--- src/rtl/spi_request_arbiter.sv ---
// Round-robin arbiter sharing one SPI controller among N_REQ requesters. MODE and
// CLK_RATIO are reprogrammed only on change; each grant launches one byte transfer.
module spi_request_arbiter #(
  parameter int N_REQ          = 4,
  parameter int TIMEOUT_CYCLES = 4096
) (
  input  logic               i_clk,
  input  logic               i_rst,
  input  logic [N_REQ-1:0]   i_req,
  input  logic [2*N_REQ-1:0] i_req_mode,
  input  logic [8*N_REQ-1:0] i_req_ratio,
  input  logic [8*N_REQ-1:0] i_req_tx,
  output logic [N_REQ-1:0]   o_done,
  output logic               o_err,
  output logic [7:0]         o_rx_data,
  output logic               o_busy,
  output logic               o_spi_ws_n,
  output logic               o_spi_rs_n,
  output logic [2:0]         o_spi_addr,
  output logic [7:0]         o_spi_data,
  output logic               o_spi_request_tx,
  input  logic [7:0]         i_spi_data,
  input  logic               i_spi_ready,
  input  logic               i_spi_rx_valid
);
  localparam int IW = (N_REQ > 1) ? $clog2(N_REQ) : 1;
  localparam int TW = $clog2(TIMEOUT_CYCLES + 1);
  localparam logic [2:0] ADDR_MODE  = 3'd3;
  localparam logic [2:0] ADDR_RATIO = 3'd4;

  typedef enum logic [3:0] {
    IDLE     = 4'd0,
    CHECK    = 4'd1,
    WR_MODE  = 4'd2,
    WR_RATIO = 4'd3,
    WAIT_RDY = 4'd4,
    TX_REQ   = 4'd5,
    TX_WAIT  = 4'd6,
    CAPTURE  = 4'd7,
    DONE     = 4'd8
  } state_t;

  state_t          state_r;
  logic [IW-1:0]   rr_ptr_r;
  logic [IW-1:0]   win_r;
  logic [1:0]      mode_r;
  logic [7:0]      ratio_r;
  logic [7:0]      tx_r;
  logic [1:0]      cur_mode_r;
  logic [7:0]      cur_ratio_r;
  logic            cfg_valid_r;
  logic [1:0]      wcnt_r;
  logic [TW-1:0]   tcnt_r;
  logic            rx_valid_d_r;

  logic            any_req_s;
  logic [IW-1:0]   winner_s;
  logic [1:0]      sel_mode_s;
  logic [7:0]      sel_ratio_s;
  logic [7:0]      sel_tx_s;
  logic            tmo_s;

  // Scan downward so the requester closest after ptr is the last (winning) assignment.
  function automatic logic [IW:0] pick(input logic [N_REQ-1:0] req, input logic [IW-1:0] ptr);
    logic [IW:0] res;
    int          idx;
    res = '0;
    for (int i = N_REQ; i >= 1; i--) begin
      idx = (int'(ptr) + i) % N_REQ;
      if (req[IW'(idx)]) begin
        res = {1'b1, IW'(idx)};
      end else begin
        res = res;
      end
    end
    return res;
  endfunction

  function automatic logic [N_REQ-1:0] onehot(input logic [IW-1:0] idx);
    logic [N_REQ-1:0] v;
    v = '0;
    v[idx] = 1'b1;
    return v;
  endfunction

  assign {any_req_s, winner_s} = pick(i_req, rr_ptr_r);
  assign tmo_s      = (tcnt_r == TW'(TIMEOUT_CYCLES - 1));
  assign o_spi_rs_n = 1'b1;

  // Winner's request fields, AND-OR muxed from the packed request buses.
  always_comb begin
    sel_mode_s  = 2'd0;
    sel_ratio_s = 8'd0;
    sel_tx_s    = 8'd0;
    for (int k = 0; k < N_REQ; k++) begin
      sel_mode_s  = sel_mode_s  | (i_req_mode[2*k +: 2]  & {2{winner_s == IW'(k)}});
      sel_ratio_s = sel_ratio_s | (i_req_ratio[8*k +: 8] & {8{winner_s == IW'(k)}});
      sel_tx_s    = sel_tx_s    | (i_req_tx[8*k +: 8]    & {8{winner_s == IW'(k)}});
    end
  end

  // Arbitration / configuration / transfer sequencer with registered outputs.
  always_ff @(posedge i_clk) begin
    if (i_rst) begin
      state_r          <= IDLE;
      rr_ptr_r         <= IW'(N_REQ - 1);
      win_r            <= '0;
      mode_r           <= 2'd0;
      ratio_r          <= 8'd0;
      tx_r             <= 8'd0;
      cur_mode_r       <= 2'd0;
      cur_ratio_r      <= 8'd0;
      cfg_valid_r      <= 1'b0;
      wcnt_r           <= 2'd0;
      tcnt_r           <= '0;
      rx_valid_d_r     <= 1'b0;
      o_done           <= '0;
      o_err            <= 1'b0;
      o_rx_data        <= 8'd0;
      o_busy           <= 1'b0;
      o_spi_ws_n       <= 1'b1;
      o_spi_addr       <= 3'd0;
      o_spi_data       <= 8'd0;
      o_spi_request_tx <= 1'b0;
    end else begin
      rx_valid_d_r <= i_spi_rx_valid;
      case (state_r)
        IDLE: begin
          if (any_req_s) begin
            win_r    <= winner_s;
            rr_ptr_r <= winner_s;
            mode_r   <= sel_mode_s;
            ratio_r  <= sel_ratio_s;
            tx_r     <= sel_tx_s;
            o_busy   <= 1'b1;
            state_r  <= CHECK;
          end
        end
        CHECK: begin
          if (ratio_r == 8'd0) begin
            o_err     <= 1'b1;
            o_rx_data <= 8'd0;
            o_done    <= onehot(win_r);
            state_r   <= DONE;
          end else if (!cfg_valid_r || (mode_r != cur_mode_r)) begin
            o_spi_ws_n <= 1'b0;
            o_spi_addr <= ADDR_MODE;
            o_spi_data <= {6'd0, mode_r};
            wcnt_r     <= 2'd0;
            state_r    <= WR_MODE;
          end else if (ratio_r != cur_ratio_r) begin
            o_spi_ws_n <= 1'b0;
            o_spi_addr <= ADDR_RATIO;
            o_spi_data <= ratio_r;
            wcnt_r     <= 2'd0;
            state_r    <= WR_RATIO;
          end else begin
            state_r <= WAIT_RDY;
          end
        end
        WR_MODE: begin
          wcnt_r <= wcnt_r + 2'd1;
          if (wcnt_r == 2'd1) begin
            o_spi_ws_n <= 1'b1;
          end else if (wcnt_r == 2'd2) begin
            cur_mode_r <= mode_r;
            if (!cfg_valid_r || (ratio_r != cur_ratio_r)) begin
              o_spi_ws_n <= 1'b0;
              o_spi_addr <= ADDR_RATIO;
              o_spi_data <= ratio_r;
              wcnt_r     <= 2'd0;
              state_r    <= WR_RATIO;
            end else begin
              state_r <= WAIT_RDY;
            end
          end
        end
        WR_RATIO: begin
          wcnt_r <= wcnt_r + 2'd1;
          if (wcnt_r == 2'd1) begin
            o_spi_ws_n <= 1'b1;
          end else if (wcnt_r == 2'd2) begin
            cur_ratio_r <= ratio_r;
            cfg_valid_r <= 1'b1;
            state_r     <= WAIT_RDY;
          end
        end
        WAIT_RDY: begin
          // TX byte is set up one cycle ahead of the request strobe.
          if (i_spi_ready) begin
            o_spi_data <= tx_r;
            tcnt_r     <= '0;
            state_r    <= TX_REQ;
          end
        end
        TX_REQ, TX_WAIT: begin
          if (tmo_s) begin
            o_spi_request_tx <= 1'b0;
            cfg_valid_r      <= 1'b0;
            o_err            <= 1'b1;
            o_rx_data        <= 8'd0;
            o_done           <= onehot(win_r);
            state_r          <= DONE;
          end else begin
            tcnt_r <= tcnt_r + TW'(1);
            if (state_r == TX_REQ) begin
              if (!o_spi_request_tx) begin
                o_spi_request_tx <= 1'b1;
              end else if (!i_spi_ready) begin
                o_spi_request_tx <= 1'b0;
                state_r          <= TX_WAIT;
              end
            end else if (i_spi_rx_valid && !rx_valid_d_r) begin
              state_r <= CAPTURE;
            end
          end
        end
        CAPTURE: begin
          o_rx_data <= i_spi_data;
          o_err     <= 1'b0;
          o_done    <= onehot(win_r);
          state_r   <= DONE;
        end
        DONE: begin
          o_done  <= '0;
          o_err   <= 1'b0;
          o_busy  <= 1'b0;
          state_r <= IDLE;
        end
        default: begin
          o_done           <= '0;
          o_busy           <= 1'b0;
          o_spi_ws_n       <= 1'b1;
          o_spi_request_tx <= 1'b0;
          state_r          <= IDLE;
        end
      endcase
    end
  end
endmodule

--- config.mk ---
export PLATFORM = sky130hd
export DESIGN_NAME = spi_request_arbiter
export DESIGN_NICKNAME = d
export VERILOG_FILES = /design/src/rtl/spi_request_arbiter.sv
export SDC_FILE = /design/constraint.sdc
export NUM_CORES = 1
export LEC_CHECK = 0
export CAP_MARGIN = 10
export CORE_UTILIZATION = 45
export DETAILED_ROUTE_END_ITERATION = 8
export GPL_TIMING_DRIVEN = 1
export PLACE_DENSITY = 0.8
export SLEW_MARGIN = 20
export SYNTH_ARGS = -nofsm -noshare
export SYNTH_HDL_FRONTEND = slang
export SYNTH_SLANG_ARGS = --single-unit
export TNS_END_PERCENT = 5
--- constraint.sdc ---
create_clock -name i_clk -period 6.3 [get_ports i_clk]
set_input_delay 1.26 -clock i_clk [delete_from_list [all_inputs] [get_ports i_clk]]
set_output_delay 1.26 -clock i_clk [all_outputs]
set_load 0.05 [all_outputs]
Word-level counts from Yosys, hierarchy flattened --
Cells that the tools add are included.
Word-level totals: register bits 80, latch bits 0, RAM bits 0, memory bits (read-only) 0, bits of input ports 88, output and inout bits 28, logic and storage cells 217, memories 0
Operators by class: $add $sub $neg 6, multiply operators 0, divide/modulo/power cells 0, magnitude comparators 6, eq/ne operators 35, shift operators 0, multiplexer cells 87, bitwise logic cells 26, reduce and logical (&&, ||, !) cells 37
Operators by type and width (number):
- $mux 8 | 9
- $and 8x8->8 | 8
- $mux 4 | 14
- $or 8x8->8 | 6
- $pmux 8 s3 | 2
- $mux 3 | 13
- $pmux 4 s7 | 1
- $mux 1 | 26
- $mux 13 | 2
- $pmux 13 s2 | 1
- $ne 2x2->1 const B | 12
- $reduce_and 3->1 | 7
- $eq 4x3->1 const B | 4
- $lt 2x4->1 const B | 4
- $pmux 4 s4 | 1
- $reduce_or 7->1 | 2
- $add 13x1->13 const B | 1
- $eq 13x12->1 const B | 1
- $mux 2 | 6
- $ne 3x3->1 const B | 4
- $ne 4x4->1 const B | 3
- $reduce_and 6->1 | 2
- $reduce_bool 3->1 | 4
- $reduce_and 9->1 | 1
- other kinds (34) | 63

Longest topological paths before layout --
Gate-level depths: netlist (run 1).
depth in word-level cells 13, depth in mapped cells 9, depth with buffers taken out 8

Worst setup path after synthesis (run 1) --
OpenSTA, ideal clock, no wires.
path type in2reg, start input port i_req[0], end register mode_r[0], library setup time 128 ps, arrival time 2662 ps, required time 6172 ps, slack 3509 ps, cell stages on the path 6, path buffers 2, cell sequence or4_1 -> nand3_1 -> or2_2 -> clkbuf_1 -> clkbuf_1 -> o21ai_0
Between the ends: cells in the longest elaborated chain, start to end 12, elaborated cells between the ends (all ways) 28, classes of those cells eq/ne: 3; mux: 16; bitwise: 7; reduce/logical: 2
RTL lines:
- from (decl) | RTL line 9 | input logic [N_REQ-1:0] i_req,
- $bmux 1 s2 | RTL line 70 | if (req[IW'(idx)]) begin
- $mux 1 (not written as such) (2 in a row) | RTL line 70
- $mux 3 (3 in a row) | RTL line 70
- $mux 3 (*) | RTL line 70
- $eq 2x1->1 or $logic_not 2->1 (tied branches) | RTL line 96 | sel_mode_s = sel_mode_s | (i_req_mode[2*k +: 2] & {2{winner_s == IW'(k)}});
- $and 2x2->2 | RTL line 96
- $or 2x2->2 (3 in a row) | RTL line 96
- to (signal assigned) | RTL line 132 | mode_r <= sel_mode_s;
- to (decl) | RTL line 46 | logic [1:0] mode_r;
Mark *: on every way between the ends. The rest lies on a longest branch, timed or not. The select of a mux whose other input is x is not followed. A chain may end at the register's enable or synchronous reset.

Worst setup path in the final report (run 1) --
start input port i_req[0], end register tx_r[6]
Between the ends: cells in the longest elaborated chain, start to end 12, elaborated cells between the ends (all ways) 28, classes of those cells eq/ne: 3; mux: 16; bitwise: 7; reduce/logical: 2
RTL lines:
- $bmux 1 s2 | RTL line 70
- $mux 1 (not written as such) (2 in a row) | RTL line 70
- $mux 3 (3 in a row) | RTL line 70
- $mux 3 (*) | RTL line 70
- $eq 2x1->1 or $logic_not 2->1 (tied branches) | RTL line 98 | sel_tx_s = sel_tx_s | (i_req_tx[8*k +: 8] & {8{winner_s == IW'(k)}});
- $and 8x8->8 | RTL line 98
- $or 8x8->8 (3 in a row) | RTL line 98
- to (signal assigned) | RTL line 134 | tx_r <= sel_tx_s;
- to (decl) | RTL line 48 | logic [7:0] tx_r;
Marked as above.

==> metrics.txt, run 1 <==
sequential element share of the synthesized area=35.6%; I/O pin total=116; CTS tree=built; Final min period=3370 ps; Layout area overhead=31.8%; IO Port Bufs=114; CP startpoint kind=input pin; hold_sp=tcnt_r[12]; status=finished clean; r2r setup slk=3520 ps; clk slew on worst S/H paths=80 ps; final-report max-slew violation count=0; Rel. slew slack=33.3%; Crit Reg-Reg Startpoint=state_r[1]; CTS max path bufs=2; Remaining DRCs=0; met3 Usage GRT=4.76%; Post-Syn Area=0.00444 sq mm; post-cts hold buffer count=0; critical path's top delay family=simple AND/OR/NAND/NOR gates; critical path data required time=6520 ps; Via density=5.65; Leakage Power=2.25 nW; Rows=35; syn_area_per_cell=8.58 sq um; Tcrit/Tclk final=53.5%; met2 Use GR=39.9%; WL/cell=15.6 um; total number of vias=4,205; Area after DPL=0.00562 sq mm; Post-DP HPWL=8460 um; synthesized net count=610; max frequency=296 MHz; library cells used by synthesis=61; CP Buf/Inv Count=1; pwr/cell area=389 mW/mm^2; area taken by multi-input logic gates=0.00269 sq mm; initial detailed-routing violation count=364; # nets final=703; CTS resizes=0; setup TNS=0 ps; clk sink count=79; TritonCTS Buffers=9; Max stage delay on crit path=660 ps; Post-CTS Setup Inserts=0; GRT Util Overall=23.5%; DRT Pass-1 Iters=5; largest net degree at the start of global routing=74; aggregate routed wire length=11,600 um; synth warn=0; Layout fillers=831; critical path type=input pin to flop; crit path max fanout=25; worst skew pair latency=350 ps; Synth Instances=518; unrepaired setup endpoints after global routing=no; Diodes inserted=0; Slowest-stage cell, CP=nand3_1; post-synth top area share=35.6%; fin area=0.00585 sq mm; EDFF count, synth=0; Post-Route Skew=5.87 ps; critical path, cell by cell=clkdlybuf4s50_1 -> or4_1 -> nand3_1 -> or2_2 -> o21ai_0; Overflow after GRT=0; top-count cell post-synth=dfxtp_1; Chip Width=101 um; CP Capture Type=flop; GR Layer Usage met1=30.3%; final hold violations=0; Async S/R FF share, synth=0%; share of cells above drive strength 1=8.13%; Crit. Startpoint=i_req[0]; Sequential Area=0.00158 sq mm; Post-synth top cells=dfxtp_1, nor2_1, mux2i_1; Max Cap Viol=0; initial antenna violation count=0; Arrival @ worst endpoint=3600 ps; peak supply drop=253 uV; GPL Wtd Cong=0.910; top_reg_cell synth=dfxtp_1; post-route ant nets=0; Most Crowded Layer GR=met2; Worst Hold Class=flop to flop; die height=101 um; vias in the first global route=3,983; top post-synthesis cells by area=dfxtp_1, mux2i_1, nor2_1; Clock Tree Root=clkbuf_8; leading area contributor after synthesis=dfxtp_1; count of final setup violators=0; Core Region=0.00942 sq mm; area of the die=0.0103 sq mm; H-Tree Depth=3; actual slew at the worst max-slew pin=1000 ps; first-pass GRT wire length=19,100 um; Initial Util=47.2%; Yosys reg bits=79
==> registers in the layout, indices dropped and copies added (netlist names) <==
register	cells
tx_r	8
mode_r	2
ratio_r	8
o_spi_request_tx	1
o_err	1
tcnt_r	13
cur_ratio_r	8
o_spi_addr	2
wcnt_r	2
o_rx_data	8
o_spi_data	8
rx_valid_d_r	1
rr_ptr_r	2
cfg_valid_r	1
o_done	4
cur_mode_r	2
state_r	4
win_r	2
o_spi_ws_n	1
o_busy	1
==> power by group <==
group,leakage [nW],total (mW),internal [mW],switching [mW]
sequential,0.644,0.781,0.619,0.162
combinational,1.49,1.06,0.444,0.620
clock,0.118,0.430,0.253,0.177
total,2.25,2.27,1.32,0.960
==> metal layers <==
layer	wire length [um]	up-vias
li1	-	2058
met3	612	21
met1	4960	1987
met4	163	0
met5	0	-
met2	5850	139
==> cells by family after synthesis <==
group	share of synthesized area [%]
AND/OR/NAND/NOR	21.5
AO/OA/AOI/OAI	17.9
XOR/XNOR	3.75
flip-flops	35.6
other	0.0844
multiplexers	15.6
adder cells (fa/ha/maj)	1.35
buffers and inverters	4.20
==> final cells by class <==
cell class | instances | area share [%]
multi-input combinational | 396 | 46.0
sequential | 79 | 27.0
timing repair buffer | 117 | 19.8
clock buffer | 12 | 2.82
tap | 129 | 2.76
clock inverter | 3 | 1.11
inverter | 8 | 0.513
==> worst paths after layout <==
path         cells past startpoint         end
min                              2  tcnt_r[12]
max                              5     tx_r[6]
min reg2reg                      2  tcnt_r[12]
max reg2reg                      4     tx_r[6]
==> metrics by stage <==
| stage | utilization, % | cells | total power, mW | hold slack, ps | setup slack, ps |
|---|---|---|---|---|---|
| after floorplan | - | 518 | 1.53 | 418 | 3510 |
| after global placement | 59.7 | 729 | 1.82 | 430 | 2650 |
| after detailed placement | 59.7 | 729 | 1.85 | 436 | 2580 |
| after CTS | 62.2 | 744 | 2.28 | 451 | 2940 |
| after global routing | 62.2 | 744 | 2.41 | 488 | 2770 |
| final | 62.2 | 744 | 2.27 | 447 | 2930 |
==> layout by cell type, fill, tap and decap left out, drive strengths merged, types with 16 or more instances in the layout <==
master         Yosys  layout
nor2              66      66
a21oi             33      33
nand2             28      28
clkdlybuf4s50      0     113
xor2              16      16
mux2              18      18
nand3b            19      19
dfxtp             79      79
o21ai             31      31
mux2i             49      49
==> worst min-delay path, cell delays in order, from the launching register on <==
cell	delay, ps
dfxtp_1	310
o31ai_1	60
nor2_1	40
(Power assumes the default switching activity.)
==> run 2, diff against run 1 <==
Settings changed: PLACE_DENSITY 0.8 to 0.83.
Clock period 6.3 ns to 3 ns, I/O delays scaled along.
==> run 2 against run 1 <==
First-iteration DRC count rose by 9.1%. Sequential power increased by 100%. Power is 110% higher. Core utilization is 0.66 points higher. Non-clock buffer count up 8. Largest power group unchanged. Clock-buffer cell count is 3 lower. Sequential share of layout area fell by 0.29 points. Final area grew 1.1%. Clock skew rose by 3.6 ps. Via count grew 1.5%. Sequential cell count unchanged. Routed wire length up 2.4%. Highest routed layer unchanged.
==> metrics.txt, run 2 (synthesis gave the netlist of run 1 again) <==
count of final setup violators=0 (unchanged); Initial Util=47.2% (unchanged); crit path max fanout=28 (was 25); Layout fillers=814 (was 831); GPL Wtd Cong=0.957 (was 0.910); Rows=35 (unchanged); CTS tree=built (unchanged); Overflow after GRT=0 (unchanged); DP Cell Count=737 (was 729); initial detailed-routing violation count=397 (was 364); aggregate routed wire length=11,900 um (was 11,600 um); max frequency=411 MHz; post-route ant nets=0 (unchanged); area taken by multi-input logic gates=0.00269 sq mm (unchanged); Worst Hold Class=flop to flop (unchanged); Tcrit/Tclk final=81.1%; Max Cap Viol=0 (unchanged); Leakage Power=2.29 nW (was 2.25 nW); Remaining DRCs=0 (unchanged); Max stage delay on crit path=550 ps (was 660 ps); GRT Util Overall=24.3% (was 23.5%); status=finished clean (unchanged); Via density=5.67 (was 5.65); CP startpoint kind=input pin (unchanged); critical path type=input pin to flop (unchanged); DRT Pass-1 Iters=5 (unchanged); Place WS=215 ps (was 2580 ps); Clock Tree Root=clkbuf_8 (unchanged); Arrival @ worst endpoint=2680 ps (was 3600 ps); Diodes inserted=0 (unchanged); TritonCTS Buffers=9 (unchanged); max reg flops=13 (unchanged); IO Port Bufs=114 (unchanged); CP Capture Type=flop (unchanged); actual slew at the worst max-slew pin=736 ps (was 1000 ps); peak supply drop=444 uV (was 253 uV); final setup margin=567 ps (was 2930 ps); unrepaired setup endpoints after global routing=no (unchanged); final-report max-slew violation count=0 (unchanged); clk sink count=79 (unchanged); Core Region=0.00942 sq mm (unchanged); CTS resizes=0 (unchanged); commonest non-fill, non-tap cell in the layout=clkdlybuf4s50_1 (unchanged); Post-Route Skew=9.46 ps (was 5.87 ps); Rel. slew slack=50.7% (was 33.3%); WL/cell=15.8 um (was 15.6 um); Slowest-stage cell, CP=clkdlybuf4s50_1 (was nand3_1); Chip Width=101 um (unchanged); initial antenna violation count=0 (unchanged); share of cells above drive strength 1=9.46% (was 8.13%); first-pass GRT wire length=19,900 um (was 19,100 um); largest net degree at the start of global routing=29 (was 74); clk slew on worst S/H paths=80 ps (about the same); I/O pin total=116 (unchanged); vias in the first global route=4,358 (was 3,983); Post-CTS Setup Inserts=0 (unchanged); Final min period=2430 ps; Layout area overhead=33.2% (was 31.8%); H-Tree Depth=3 (unchanged); die height=101 um (unchanged); Post-DP HPWL=8840 um (was 8460 um); CTS max path bufs=2 (unchanged); Sequential Area=0.00158 sq mm (unchanged); Pwr Total=4.83 mW (was 2.27 mW); # nets final=711 (was 703); critical path data required time=3250 ps (was 6520 ps); most frequent cells in the layout=clkdlybuf4s50_1, dfxtp_1, nor2_1 (unchanged); largest register by flop count=tcnt_r (unchanged); worst skew pair latency=360 ps (was 350 ps); total number of vias=4,267 (was 4,205); area of the die=0.0103 sq mm (unchanged); final hold violations=0 (unchanged); setup TNS=0 ps (unchanged); critical path, cell by cell=clkdlybuf4s50_1 -> nor2b_1 -> a21oi_1 -> o221ai_4 -> buf_12 -> mux2i_1 -> mux2_2 -> o21ai_0 (was clkdlybuf4s50_1 -> or4_1 -> nand3_1 -> or2_2 -> o21ai_0); pwr/cell area=817 mW/mm^2 (was 389 mW/mm^2); post-layout util=62.8% (was 62.2%); non-filler cells, final=753 (was 744); post-cts hold buffer count=0 (unchanged)
## run 2: cell types whose count changed in the layout (fill, tap and decap cells not counted), sizes merged
| cell | previous run | this run |
|---|---|---|
| buf | 4 | 12 |
| clkbuf | 12 | 9 |
| clkinv | 1 | 4 |
| inv | 8 | 9 |
## run 2: path summary, 6_finish.rpt
| kind | slack, ps | cells past startpoint | from | to |
|---|---|---|---|---|
| setup / recovery | 570 | 8 | i_req[3] | ratio_r[5] |
| setup reg to reg | 660 | 4 | state_r[2] | tx_r[1] |
| hold reg to reg | 450 | 2 | tcnt_r[12] | tcnt_r[12] |
| hold / removal | 450 | 2 | tcnt_r[12] | tcnt_r[12] |
## run 2: power breakdown
group | total (mW) | switching [mW] | internal [mW]
sequential | 1.59 | 0.292 | 1.30
combinational | 2.36 | 1.38 | 0.978
clock | 0.884 | 0.413 | 0.471
## run 2: final cells by class
class / instances / area share, %
Clock buffer: 9 / 2.09
Clock inverter: 7 / 1.63
Inverter: 8 / 0.508
Multi-Input combinational cell: 396 / 45.5
Sequential cell: 79 / 26.7
Tap cell: 129 / 2.73
Timing Repair Buffer: 125 / 20.8
## run 2: worst max-delay path, delay by kind of cell
| family | cells | cell delay, ps |
|---|---|---|
| mux | 2 | 440 |
| simple gates | 1 | 190 |
| buf+inv | 2 | 830 |
| compound gates | 3 | 580 |
## run 2: layer usage
metal	routed length, um	part of all wire [%]	global-route usage (%)
met5	0	0	0
met4	306	2.6	8.92
met3	567	4.8	5.66
met2	5850	49	43.1
met1	5140	43	28.7
## run 2: through the flow
stage	instance area, sq um	hold slack (ps)
2_1_floorplan	4440	418
3_3_place_gp	5700	427
3_5_place_dp	5700	443
4_1_cts	5920	453
5_1_grt	5920	484
6_report	5920	447
